--- config.mk ---
export PLATFORM = sky130hd
export DESIGN_NAME = popcount_pipe
export DESIGN_NICKNAME = d
export VERILOG_FILES = /design/src/rtl/popcount_pipe.sv
export SDC_FILE = /design/constraint.sdc
export NUM_CORES = 1
export LEC_CHECK = 0
export ABC_AREA = 1
export CORE_MARGIN = 8
export CORE_UTILIZATION = 44
export DETAILED_ROUTE_END_ITERATION = 8
export DONT_BUFFER_PORTS = 1
export MAX_ROUTING_LAYER = met4
export PLACE_DENSITY_LB_ADDON = 0.05
export SYNTH_ARGS = -nofsm -noshare
export SYNTH_HDL_FRONTEND = slang
export SYNTH_SLANG_ARGS = --single-unit
--- constraint.sdc ---
create_clock -name clk -period 1.3 [get_ports clk]
set_input_delay 0.325 -clock clk [delete_from_list [all_inputs] [get_ports clk]]
set_output_delay 0.325 -clock clk [all_outputs]
set_load 0.01 [all_outputs]
--- src/rtl/popcount_pipe.sv ---
// popcount_pipe: pipelined adder-tree bit counter (N-bit i -> OW-bit o, valid/ready in and out, sync rst); POPCOUNT_ACC_EN adds acc_clr and a saturating AW-bit acc_sum
module popcount_pipe #(
  parameter int N = 7,
  parameter int OW = $clog2(N + 1),
  parameter int AW = 16
) (
  input  logic          clk,
  input  logic          rst,
  input  logic [N-1:0]  i,
  input  logic          in_valid,
  output logic          in_ready,
  output logic [OW-1:0] o,
  output logic          out_valid,
  input  logic          out_ready
`ifdef POPCOUNT_ACC_EN
  ,
  input  logic          acc_clr,
  output logic [AW-1:0] acc_sum
`endif
);
  localparam int L = (N > 1) ? $clog2(N) : 1;
  function automatic int cnt(input int k);
    return (N + (1 << (k + 1)) - 1) >> (k + 1);
  endfunction
  function automatic int lw(input int k);
    int m;
    m = ((1 << (k + 1)) < N) ? (1 << (k + 1)) : N;
    return $clog2(m + 1);
  endfunction
  logic stall;
  assign stall = out_valid & ~out_ready;
  assign in_ready = rst | ~stall;
  for (genvar l = 0; l < L; l++) begin : lvl
    localparam int C = cnt(l);
    localparam int W = lw(l);
    localparam int PC = cnt(l - 1);
    localparam int PW = lw(l - 1);
    logic [PW-1:0] src [PC];
    logic [W-1:0] sum [C];
    logic [W-1:0] s [C];
    logic pv;
    logic v;
    if (l == 0) begin : g_in
      for (genvar b = 0; b < N; b++) begin : g_b
        assign src[b] = i[b];
      end
      assign pv = in_valid;
    end else begin : g_up
      assign src = lvl[l-1].s;
      assign pv = lvl[l-1].v;
    end
    for (genvar j = 0; j < C; j++) begin : g_node
      if (2 * j + 1 < PC) begin : g_add
        assign sum[j] = W'(src[2*j]) + W'(src[2*j+1]);
      end else begin : g_pass
        assign sum[j] = W'(src[2*j]);
      end
    end
    always_ff @(posedge clk)
      if (rst) begin
        v <= 1'b0;
        s <= '{default: '0};
      end else if (!stall) begin
        v <= pv;
        s <= sum;
      end
  end
  assign o = OW'(lvl[L-1].s[0]);
  assign out_valid = lvl[L-1].v;
`ifdef POPCOUNT_ACC_EN
  logic out_hs;
  logic [AW:0] acc_add;
  assign out_hs = out_valid & out_ready;
  assign acc_add = {1'b0, acc_sum} + (AW + 1)'(o);
  always_ff @(posedge clk)
    if (rst) acc_sum <= '0;
    else if (acc_clr) acc_sum <= out_hs ? AW'(o) : '0;
    else if (out_hs) acc_sum <= acc_add[AW] ? '1 : acc_add[AW-1:0];
`endif
endmodule
**Yosys cells after proc, flatten, opt, wreduce, memory -nomap -nowiden**

Index checks and enable logic that the tools add are counted.

- Flip-flop bits (word level): 19
- Latch bits: 0
- Bits in writable memories: 0
- Bits in read-only memories: 0
- Input port bits: 11
- Output and inout bits: 5
- Logic and storage cells: 20
- Memories kept: 0

- Add/subtract/negate cells: 6
- $mul: 0
- Divide/modulo/power cells: 0
- $lt $le $gt $ge: 0
- Equal/unequal tests: 0
- Shifts and indexed selects: 0
- Muxes and demuxes: 0
- Bitwise gates (word level): 4
- Reductions and logical operators: 0

Operators with widths:

| kind | count |
|---|---|
| adder 1 x 1 -> 2 bit | 3 |
| adder 2 x 1 -> 3 bit | 1 |
| adder 2 x 2 -> 3 bit | 1 |
| adder 3 bit | 1 |
| NOT 1 bit | 2 |
| AND 1 bit | 1 |
| OR 1 bit | 1 |

**Longest topological paths before layout**

- Word-level depth: 4
- Depth in mapped cells: 7
- Mapped depth without buffers: 7

**Worst setup path before layout**

Ideal clock, no wire load.

- Kind: register to register
- Start: register lvl[0].s[4] (netlist bit)
- End: register lvl[1].s[4] (netlist bit)
- Library setup time: 113 ps
- Data arrival time: 1082 ps
- Required time: 1187 ps
- Path slack: 105 ps
- Stages on the path, launching flop included: 5
- Buffers on the path: 0
- Clock period less this slack: 1195 ps
- Cell sequence: dfxtp_1 ha_1 fa_1 o21ai_1 nor2_1

RTL lines:

| element | RTL line | source |
|---|---|---|
| start, declared | 40 | `logic [W-1:0] s [C];` |
| start signal, assigned | 65 | `s <= sum;` |
| end signal, assigned | 65 |  |
| end, declared | 40 |  |

==> run metrics <==
post-synth cell types 19; register area share after synthesis 0.426; register bit count reported by yosys 19; status completed; Critical Path Fanout Max 2; hold_ws 107 ps; Antenna Cells 0; Worst Setup End Kind flop; Worst Hold Class input port to flop; via count 609; pin count of the biggest net entering global routing 18; Clock Skews 6.33 ps; Final ANT Viol Nets 0; clock share of power 0.265; Worst-Margin Slew 230 ps; Pwr per Cell Area 1140 nW/µm²; clk slew on worst S/H paths 100 ps; Startpoint Class flop; Tot GR Track Use 0.0919; Ports 16; combinational share of power 0.115; # setup viols final 0; die area 3720 µm²; kind of critical path flop to flop; Critical Path AT 1470 ps; hold_buf cts 0; DP Wirelength 1060 µm; Tmin final 1250 ps; drt first pass iters 2; Core ar. 1940 µm²; Tcrit/Tclk final 0.959; first-pass GRT wire length 2550 µm; CTS buffer count 3; Setup TNS Final 0 ps; gp weighted congestion 0.718; yosys warns 0; Fill cells 213; DR vias/cell 4.72; final wirelength 1450 µm; Finished Layout Cells 129; RSZ-0062 raised after global routing no; Fin. Hold Viols 0; H-tree levels 1; Psw 274 µW; CTS tree done; share of layout cells above drive strength 1 0.304; Final Max Tran Viols 0; Starting Density 0.459; DRC errors left 0; Syn Inst Count 98; syn_nets 118; Max Clk Rate 0.802 GHz; Peak VDD IR 0.000784 V; worst skew pair latency 280 ps; Row Count 16; Internal 806 µW; Longest Clk Path Bufs 2; layout net count 123; Mapped Area 892 µm²; I/O Buffers 0; Horiz. Die Dim 61.0 µm; Reg power frac 0.621; most frequent cells in the layout nor2_1 (20), dfxtp_1 (17), o21ai_1 (14); switching power share of the total 0.254; drt initial violations 5; most common library cell in the layout ignoring fill and taps nor2_1; Die Y 61.0 µm; final core area utilization 0.486; Pleak 0.000425 µW; syn avg cell area 9.10 µm²; Req. time, crit path 1530 ps; CTS Root Cell clkbuf_4; drt wl/cell 11.3 µm; setup slack, reg-to-reg 50 ps; relative slew slack 0.847; vias in the first global route 640; initial antenna violation count 0; clock sink count 19; max-cap viol count 0; Syn-to-layout area delta 5.89%; Placed Cells 124; grt ovf 0
-- cell usage after synthesis --
cell | number | area [µm²]
nor2_2 | 9 | 56.3
buf_6 | 2 | 22.5
a21oi_2 | 2 | 17.5
inv_4 | 1 | 6.26
nand2_1 | 4 | 15.0
inv_2 | 1 | 3.75
fa_1 | 2 | 40.0
a21oi_1 | 2 | 10.0
buf_12 | 1 | 20.0
inv_1 | 5 | 18.8
o21ai_0 | 2 | 10.0
buf_2 | 1 | 5.00
nor2_4 | 2 | 22.5
nand3_1 | 1 | 5.00
o21ai_2 | 3 | 26.3
nor2_1 | 20 | 75.1
o21ai_1 | 14 | 70.1
dfxtp_1 | 19 | 380
ha_1 | 7 | 87.6
-- worst paths after layout --
check,start,end,cells past startpoint
worst min-delay path,rst,out_valid,1
worst max register to register,lvl[1].s[0],o[1],4
worst min register to register,lvl[1].v,out_valid,2
worst max-delay path,lvl[1].s[0],o[1],4
-- kinds of logic (layout without fill, tap and decap cells) --
group,after synthesis,count (layout),synth area share
flip-flops,19,19,0.426
AO/OA/AOI/OAI,23,23,0.150
AND/OR/NAND/NOR,36,36,0.195
buffers and inverters,11,15,0.0856
adder cells (fa/ha/maj),9,9,0.143
-- metal layers --
layer | vias to the layer above | global-route usage | share of wire
li1 | 325 | - | -
met5 | - | - | 0
met2 | 9 | 0.139 | 0.44
met1 | 273 | 0.109 | 0.51
met3 | 2 | 0.0292 | 0.042
met4 | 0 | 0.0399 | 0.0069
-- flip-flops by register name (all words and copies together) (netlist names) --
signal	flops
out_valid	1
lvl.s	13
lvl.v	2
o	3
-- repair_timing --
item | 4_1_cts | 5_1_grt
pin swaps | 1 | 1
endpoints found under the setup margin | 2 | 4
resized for setup | 1 | 5
setup buffers | 1 | 0
-- power by group through the flow --
stage                     Sequential (µW)  Combinational, µW  Clock (µW)
after floorplan                       677                105           0
after global placement                682                121           0
after detailed placement              683                123           0
after CTS                             670                126         305
after global routing                  677                148         331
final                                 670                124         286
-- layout make-up --
type / instances / area [µm²] / share of cell area
Clock buffer: 4 / 26.3 / 0.0278
Inverter: 7 / 28.8 / 0.0305
Multi-Input combinational cell: 68 / 443 / 0.469
Sequential cell: 19 / 383 / 0.405
Tap cell: 27 / 33.8 / 0.0358
Timing Repair Buffer: 4 / 30.0 / 0.0318
-- worst max-delay path, cell delays in order, from the launching register on --
cell	delay [ps]
dfxtp_2	340
ha_1	200
fa_2	520
o21ai_1	60
nor2_1	80
-- through the flow --
stage          power (µW)  cell area, µm²  worst slack (ps)
2_1_floorplan         782             892               105
3_3_place_gp          803             901              13.9
3_5_place_dp          805             901              10.0
4_1_cts              1100             937              33.1
5_1_grt              1160             945              1.99
6_report             1080             945              53.4
Power figures use the tool's default switching activity.
